### src/rtl/seq_controller.sv
// seq_controller: FETCH/DECODE/EXEC instruction sequencer with PC, IR, carry flag and retire counter.
// Optional SEQ_SINGLE_STEP_EN adds a step input and a WAIT state between instructions.
module seq_controller (
  input  logic       clk,
  input  logic       R,
  input  logic       run,
`ifdef SEQ_SINGLE_STEP_EN
  input  logic       step,
`endif
  input  logic [7:0] instr,
  input  logic       carry_in,
  output logic [3:0] pc,
  output logic [2:0] imm,
  output logic       mux_sel,
  output logic       alu_sub,
  output logic       ld_a,
  output logic       ld_b,
  output logic       ld_o,
  output logic       halted,
  output logic       busy,
  output logic [7:0] retired
);
`ifdef SEQ_SINGLE_STEP_EN
  typedef enum logic [2:0] {IDLE, FETCH, DECODE, EXEC, HALT, WAIT} state_t;
`else
  typedef enum logic [2:0] {IDLE, FETCH, DECODE, EXEC, HALT} state_t;
`endif
  state_t state, state_nxt;
  logic [7:0] ir, ir_nxt;
  logic       cf, cf_nxt;
  logic [3:0] pc_nxt;
  logic [7:0] retired_nxt;
  logic [1:0] flow;
  logic       jump;
  assign flow    = ir[7:6];
  assign imm     = ir[2:0];
  assign mux_sel = ir[3];
  assign alu_sub = ir[2];
  assign halted  = state == HALT;
  assign busy    = state == FETCH || state == DECODE || state == EXEC;
  // JNC tests the flag as it stood before this EXEC's own carry capture
  assign jump    = flow == 2'b10 || (flow == 2'b01 && !cf);
`ifdef SEQ_SINGLE_STEP_EN
  logic step_q, step_rise;
  always_ff @(posedge clk or posedge R)
    if (R) step_q <= 1'b0;
    else step_q <= step;
  assign step_rise = step & ~step_q;
`endif
  always_comb begin
    state_nxt   = state;
    ir_nxt      = ir;
    cf_nxt      = cf;
    pc_nxt      = pc;
    retired_nxt = retired;
    ld_a        = 1'b0;
    ld_b        = 1'b0;
    ld_o        = 1'b0;
    case (state)
      IDLE:   state_nxt = run ? FETCH : IDLE;
      FETCH:  begin
        ir_nxt    = instr;
        state_nxt = DECODE;
      end
      DECODE: state_nxt = EXEC;
      EXEC:   begin
        ld_a        = flow != 2'b11 && ir[5:4] == 2'b00;
        ld_b        = flow != 2'b11 && ir[5:4] == 2'b01;
        ld_o        = flow != 2'b11 && ir[5:4] == 2'b10;
        cf_nxt      = ir[3] ? cf : carry_in;
        retired_nxt = retired + 8'd1;
        pc_nxt      = flow == 2'b11 ? pc : jump ? {1'b0, ir[2:0]} : pc + 4'd1;
`ifdef SEQ_SINGLE_STEP_EN
        state_nxt   = flow == 2'b11 ? HALT : WAIT;
`else
        state_nxt   = flow == 2'b11 ? HALT : run ? FETCH : IDLE;
`endif
      end
`ifdef SEQ_SINGLE_STEP_EN
      WAIT:   state_nxt = !run ? IDLE : step_rise ? FETCH : WAIT;
`endif
      default: ;
    endcase
  end
  always_ff @(posedge clk or posedge R)
    if (R) begin
      state   <= IDLE;
      ir      <= 8'd0;
      cf      <= 1'b0;
      pc      <= 4'd0;
      retired <= 8'd0;
    end else begin
      state   <= state_nxt;
      ir      <= ir_nxt;
      cf      <= cf_nxt;
      pc      <= pc_nxt;
      retired <= retired_nxt;
    end
endmodule

### config.mk
export PLATFORM = sky130hd
export DESIGN_NAME = seq_controller
export DESIGN_NICKNAME = d
export VERILOG_FILES = /design/src/rtl/seq_controller.sv
export SDC_FILE = /design/constraint.sdc
export NUM_CORES = 1
export LEC_CHECK = 0
export CORE_MARGIN = 5
export CORE_UTILIZATION = 40
export DETAILED_ROUTE_END_ITERATION = 12
export HOLD_SLACK_MARGIN = 0.05
export PLACE_DENSITY_LB_ADDON = 0.1
export SLEW_MARGIN = 0
export SYNTH_ARGS = -nofsm -noshare
export SYNTH_HDL_FRONTEND = slang
export SYNTH_SLANG_ARGS = --single-unit
### constraint.sdc
create_clock -name clk -period 3.45 [get_ports clk]
set_input_delay 0.8625 -clock clk [delete_from_list [all_inputs] [get_ports clk]]
set_output_delay 0.8625 -clock clk [all_outputs]
set_load 0.01 [all_outputs]
---- Word-level counts from Yosys, hierarchy flattened ----
Cells that the tools add are included.
storage, ports and cells
  flip-flop bits (word level) ............. 24
  input port bits ......................... 12
  logic and storage cells ................. 39
cells by class
  add/subtract/negate cells ............... 2
  equality and inequality tests ........... 10
  multiplexer cells ....................... 7
  bitwise operators ....................... 2
  reduce and logical (&&, ||, !) cells .... 13
operators with widths
  kind                   number
  $pmux W3 S4            1
  $add A8 B1 Y8 const B  1
  $eq A2 B2 Y1 const B   3
  $eq A3 B2 Y1 const B   2
  $add A4 B1 Y4 const B  1
  $eq A2 B1 Y1 const B   2
  $logic_and A1 B1 Y1    4
  $mux W1                4
  $mux W4                1
  $reduce_and A2 Y1      2
  $reduce_bool A4 Y1     1
  $eq A3 B1 Y1 const B   1
  $eq A3 B3 Y1 const B   1
  $logic_not A3 Y1       1
  $logic_or A1 B1 Y1     3
  $mux W3                1
  $logic_not A2 Y1       1
  $ne A2 B2 Y1 const B   1
  $not A1 Y1             2
  $logic_not A1 Y1       1

---- Logic depth before layout (Yosys ltp) ----
Gate-level depths: netlist of run 1.
  depth after elaboration ................. 4
  mapped depth ............................ 5
  mapped depth without buffers ............ 4

---- Worst setup path before layout of run 1 ----
No wires, ideal clock.
  kind .................................... register -> output
  start ................................... register state[1]
  end ..................................... output ld_o
  arrival time ............................ 1.210 ns
  setup slack ............................. 1.378 ns
  stages on the path, launching flop included .. 6
  buffers on the path ..................... 2
  cell sequence ........................... dfrtp_1 > buf_2 > and3b_1 > buf_6 > nand2_1 > nor3b_1
between the ends
  word-level cells in the longest chain between the ends .. 2
RTL lines
  what                      RTL line  RTL
  start: declaration        28        state_t state, state_nxt;
  start signal: assignment  93        state <= state_nxt;
  $eq A3 B2 Y1              59        case (state)
  $mux W1                   59
  end: declaration          18        output logic ld_o,
No other way between the ends.

---- Worst setup path in the final report of run 1 ----
  start ................................... register state[1]
  end ..................................... output ld_b
between the ends
  word-level cells in the longest chain between the ends .. 2
RTL lines
  what              RTL line  RTL
  $eq A3 B2 Y1      59
  $mux W1           59
  end: declaration  17        output logic ld_b,
No other way between the ends.

==> results.json, run 1 <==
{
  "async_reset_ff_share_pct": 100,
  "ys_types": 37,
  "postCtsSetupBuffers": 0,
  "clk_path_buf_depth": 2,
  "row_count": 19,
  "clkTransAtPathRegs_ns": 0.13,
  "finalSetupViolCount": 0,
  "gp_congestion": 0.740,
  "overflow": 0,
  "ys_seq_area_share_pct": 50.7,
  "crit_arrival_ns": 2.28,
  "first_pass_iters": 4,
  "dieArea_sq_um": 4150,
  "worst_ir_drop_vdd_uv": 425,
  "status": "completed",
  "power.leakage_uw": 0.000635,
  "hold_class": "reg2reg",
  "syn-num-nets": 118,
  "crit_type": "reg2out",
  "crit_path_start_kind": "flop",
  "track_usage_pct": 13.6,
  "fin_setup_tns_ns": 0,
  "fin_skew_ns": 0.00446,
  "power_density_nw_per_um2": 800,
  "drtIter0Drc": 35,
  "slew_headroom_pct": 40.2,
  "end_kind": "primary output",
  "clkLatencyLatePin_ns": 0.32,
  "final_antenna_net_count": 0,
  "cts_root_buf": "clkbuf_4",
  "routed_via_density": 5.46,
  "layout.nets": 150,
  "grt_setup_unrepaired": "false",
  "die_x_microns": 64.4,
  "cts-resized-gates": 0,
  "max_cap_violations": 0,
  "vias": 907,
  "wl_mm": 2.49,
  "netlist_instances": 104,
  "antenna_found_initial": 0,
  "grt_max_degree": 25,
  "report.final.slew_viol_count": 0,
  "multi_input_area_sq_um": 527,
  "hold-worst-slack_ns": 0.473,
  "final_area_sq_um": 1550,
  "initial_core_util_pct": 42.2,
  "r2r_setup_slack_ns": 1.85,
  "io_pins": 34,
  "fillers": 258,
  "cts.hold.buffers_added": 0,
  "place_area_sq_um": 1510,
  "cts_inserted_buffers": 3,
  "max_freq_mhz": 318,
  "grt_pass1_wl_mm": 4.40,
  "tightestPinTransition_ns": 0.896,
  "period_needed_ns": 3.14,
  "synth_flop_cell": "dfrtp_1",
  "clock_sinks": 24,
  "timing.final.hold_violations": 0,
  "layoutNonFillerInstCount": 166,
  "wl_per_cell_microns": 15.0,
  "cts_max_level": 1,
  "grt_pass1_vias": 909,
  "hpwlAfterDp_mm": 1.79,
  "yosys_warnings": 0,
  "avgSynthCellArea_sq_um": 11.4,
  "fin_crit_sh_pct": 91.0,
  "core_area_sq_um": 2810,
  "cp.required_ns": 2.59,
  "synth_area_sq_um": 1180,
  "cp_max_fo": 10,
  "yosys_register_bits": 24,
  "drc": 0,
  "fin_util_pct": 55.2,
  "cts_tree": "built",
  "dp_cells": 162,
  "area_delta_synth_final_pct": 30.6,
  "die_y_microns": 64.4,
  "synth_edf_count": 0,
  "seq_area_sq_um": 601,
  "io_buffers": 33,
  "drive_gt1_share_pct": 11.9,
  "antenna-diode-count": 0
}
[per-stage QoR]
stage,worst slack [ns],total power (uW)
2_1_floorplan,1.38,867
3_3_place_gp,0.747,1080
3_5_place_dp,0.665,1100
4_1_cts,0.293,1250
5_1_grt,0.151,1340
6_report,0.309,1240
[cells in the mapped netlist (2+ instances only)]
cell       n  share of area (%)
a21oi_1    2               0.84
nand4_1    4                2.1
nand3_1    2               0.84
a41oi_1    2                1.5
xor2_1     2                1.5
buf_4      3                1.9
xnor2_1    6                4.4
ha_1       2                2.1
o21ai_0    4                1.7
nor3_1     2               0.84
and2_1     2                1.1
inv_1      4                1.3
mux2_2     9                8.6
nor3b_1    2                1.3
nor4_1     2                1.1
nor2_1     4                1.3
a211oi_1   2                1.3
nand2_1    6                1.9
nand2b_1   3                1.6
dfrtp_1   24                 51
[kinds of logic after synthesis]
kind of cell    Yosys count  synth area share, %
mux                      10                 9.40
xor+xnor                  8                 5.91
compound gates           17                 10.2
flops                    24                 50.7
buf+inv                  10                 4.86
fa+ha+maj                 2                 2.11
simple gates             33                 16.8
[metal layers]
layer,part of all wire [%],GRT usage (%),vias to the layer above
li1,-,-,437
met4,1.6,5.01,0
met5,0,0,-
met3,5.1,5.01,4
met1,48,18.4,439
met2,45,19.8,27
[registers in the layout, indices dropped and copies added, names as in the netlist]
register,flops
ir,8
retired,8
pc,4
state,3
cf,1
[worst max-delay path: stages, from the launching register on]
cell and delay (ns):
dfrtp_1 0.55, and3b_1 0.44, nand2_1 0.17, nor3b_1 0.23
clkdlybuf4s50_1 0.57
[worst paths after layout]
kind / from / to / depth (start not counted)
min reg2reg: retired[7]$_DFFE_PP0N_ / retired[7]$_DFFE_PP0N_ / 1
max in group asynchronous: R / retired[1]$_DFFE_PP0N_ / 2
min: retired[7]$_DFFE_PP0N_ / retired[7]$_DFFE_PP0N_ / 1
min in group asynchronous: R / retired[7]$_DFFE_PP0N_ / 2
max reg2reg: state[2]$_DFFE_PP0P_ / ir[0]$_DFFE_PP0N_ / 3
max: state[1]$_DFFE_PP0P_ / ld_b / 4
[layout by cell type, fill, tap and decap left out, types with 2 or more instances in the layout]
cell / synthesis / routed
nand2_1: 6 / 6
nor2_1: 4 / 4
xnor2_1: 6 / 6
nand2b_1: 3 / 3
mux2_2: 9 / 9
o21ai_0: 4 / 4
nor3_1: 2 / 2
inv_1: 4 / 4
nand3_1: 2 / 2
nand4_1: 4 / 4
clkbuf_4: 0 / 3
clkdlybuf4s50_1: 0 / 33
ha_1: 2 / 2
nor4_1: 2 / 2
a41oi_1: 2 / 2
a21oi_1: 2 / 2
dfrtp_1: 24 / 24
a211oi_1: 2 / 2
xor2_1: 2 / 2
and2_1: 2 / 2
nor3b_1: 2 / 2
[area by class of cell]
class,count,share of cell area [%]
sequential,24,38.8
multi-input combinational,70,34.0
timing repair buffer,33,21.3
tap,31,2.51
clock buffer,4,2.34
inverter,4,0.970
[power breakdown]
group | total, uW | switching (uW) | internal [uW]
clock network | 149 | 84.1 | 64.5
logic | 531 | 217 | 313
registers | 560 | 165 | 395
total | 1240 | 466 | 772
Note: power is estimated with default switching activity, not from simulation.
==> inputs of run 2 (changes only) <==
--- a/config.mk
+++ b/config.mk
@@ -8,6 +8,7 @@
 export CORE_MARGIN = 5
 export CORE_UTILIZATION = 40
 export DETAILED_ROUTE_END_ITERATION = 12
+export GPL_TIMING_DRIVEN = 0
 export HOLD_SLACK_MARGIN = 0.05
 export PLACE_DENSITY_LB_ADDON = 0.1
 export SLEW_MARGIN = 0
==> results.json, run 2 (same netlist as run 1, synthesis figures left out) <==
{
  "cts-resized-gates": 0,
  "crit_path_start_kind": "flop",
  "max_cap_violations": 0,
  "initial_core_util_pct": 42.2,
  "cp_max_fo": 10,
  "final_area_sq_um": 1590,
  "antenna_found_initial": 0,
  "cp-endpoint": "ld_b",
  "reg.largest.list": "ir x8, retired x8, pc x4",
  "end_kind": "primary output",
  "drtIter0Drc": 49,
  "grt_util_met1_pct": 18.4,
  "clock_sinks": 24,
  "overflow": 0,
  "crit_arrival_ns": 2.10,
  "final_cell_mix": "33 x clkdlybuf4s50_1, 24 x dfrtp_1, 9 x mux2_2, 6 x nand2_1, 6 x xnor2_1",
  "grt_setup_unrepaired": "false",
  "cts_root_buf": "clkbuf_4",
  "die_y_microns": 64.4,
  "grt_pass1_vias": 937,
  "crit_type": "reg2out",
  "fin_crit_sh_pct": 85.8,
  "p_sw_uw": 470,
  "status": "completed",
  "vias": 931,
  "wl_per_cell_microns": 14.8,
  "grt_max_degree": 25,
  "row_count": 19,
  "cts_tree": "built",
  "io_pins": 34,
  "report.final.slew_viol_count": 0,
  "antenna-diode-count": 0,
  "area_delta_synth_final_pct": 34.2,
  "core_area_sq_um": 2810,
  "timing.rr.end": "ir[6]$_DFFE_PP0N_",
  "cts_inserted_buffers": 3,
  "power_density_nw_per_um2": 802,
  "dp_slack_ns": 0.838,
  "period_needed_ns": 2.96,
  "finalSetupViolCount": 0,
  "rr_worst_depth": 3,
  "dieArea_sq_um": 4150,
  "timing.final.hold_violations": 0,
  "r2r_start": "state[2]$_DFFE_PP0P_",
  "layout_setup_ws_ns": 0.489,
  "power_uw": 1280,
  "worst_ir_drop_vdd_uv": 386,
  "hpwlAfterDp_mm": 1.89,
  "hold_class": "reg2reg",
  "cp.required_ns": 2.59,
  "cts.hold.buffers_added": 0,
  "min-delay-start": "retired[7]$_DFFE_PP0N_",
  "combPwrFrac_pct": 47.0,
  "clk_path_buf_depth": 2,
  "crit_start": "ir[7]$_DFFE_PP0N_",
  "wl_mm": 2.55,
  "postCtsSetupBuffers": 0,
  "final_common_cell": "clkdlybuf4s50_1",
  "tightestPinTransition_ns": 0.925,
  "max_freq_mhz": 338,
  "top_usage_layer": "met2",
  "routed_via_density": 5.41,
  "track_usage_pct": 13.6,
  "die_x_microns": 64.4,
  "share_clk_of_total_power_pct": 11.7,
  "gp_congestion": 0.768,
  "layout.nets": 156,
  "clkTransAtPathRegs_ns": 0.13,
  "grt_pass1_wl_mm": 4.45,
  "sw_frac_of_total_pct": 36.9,
  "internal_power_uw": 806,
  "drive_gt1_share_pct": 14.9,
  "pwr-share-seq_pct": 41.3,
  "grt_use_met2_pct": 20.4,
  "clkLatencyLatePin_ns": 0.32,
  "drc": 0,
  "fin_setup_tns_ns": 0,
  "final_antenna_net_count": 0,
  "cts_max_level": 1,
  "slew_headroom_pct": 38.2,
  "r2r_setup_slack_ns": 1.89,
  "use_met3_pct": 3.45,
  "first_pass_iters": 4,
  "place_area_sq_um": 1550,
  "power.leakage_uw": 0.000661,
  "fin_skew_ns": 0.00885,
  "io_buffers": 33
}
## run 2: routing by layer
layer / share of wire (%) / routed length [microns]
met2: 47 / 1190
met4: 1.3 / 32
met1: 48 / 1220
met5: 0 / 0
met3: 4.3 / 110
## run 2: through the flow
step | hold WS [ns] | utilization (%) | std cells
after floorplan | 0.495 | - | 104
after global placement | 0.456 | 55.4 | 168
after detailed placement | 0.471 | 55.4 | 168
after CTS | 0.489 | 56.7 | 172
after global routing | 0.501 | 56.7 | 172
final | 0.484 | 56.7 | 172
## run 2: power groups by stage
stage | Sequential (uW) | Clock (uW) | Combinational, uW
global route | 556 | 167 | 662
global placement | 523 | 0 | 591
finish | 527 | 149 | 600
detailed placement | 536 | 0 | 605
floorplan | 527 | 0 | 340
CTS | 529 | 156 | 608
## run 2: area by class of cell
type / count / area (sq um)
fillers: 271 / 1210
inverters: 4 / 15.0
multi-input cells: 70 / 527
well taps: 31 / 38.8
flip-flops and latches: 24 / 601
plain buffers: 6 / 42.5
repair buffers: 33 / 330
clock buffers: 4 / 36.3
## run 2: worst min path at each step
stage	to	slack [ns]	cells after the start
final	retired[7]$_DFFE_PP0N_	0.48	1
after global routing	retired[7]$_DFFE_PP0N_	0.50	1
after CTS	retired[7]$_DFFE_PP0N_	0.49	1
after detailed placement	retired[7]$_DFFE_PP0N_	0.47	1
after global placement	retired[7]$_DFFE_PP0N_	0.46	1
after floorplan	cf$_DFFE_PP0P_	0.49	1
## run 2: critical path, stage by stage (launching register included)
cell	delay, ns
dfrtp_1	0.40
clkbuf_1	0.20
nand2_1	0.23
nand2_1	0.15
nor3b_1	0.21
clkdlybuf4s50_1	0.58
==> inputs of run 3 (changes only) <==
==> constraint.sdc (replaced) <==
create_clock -name clk -period 3.45 [get_ports clk]
set_input_delay 0.5175 -clock clk [delete_from_list [all_inputs] [get_ports clk]]
set_output_delay 0.5175 -clock clk [all_outputs]
set_load 0.01 [all_outputs]
==> results of run 3 <==
The final DEF is identical to that of run 2. Status: completed.
Main changes from that run: setup slack after placement 0.838 ns -> 1.18 ns; setup slack after layout 0.489 ns -> 0.834 ns
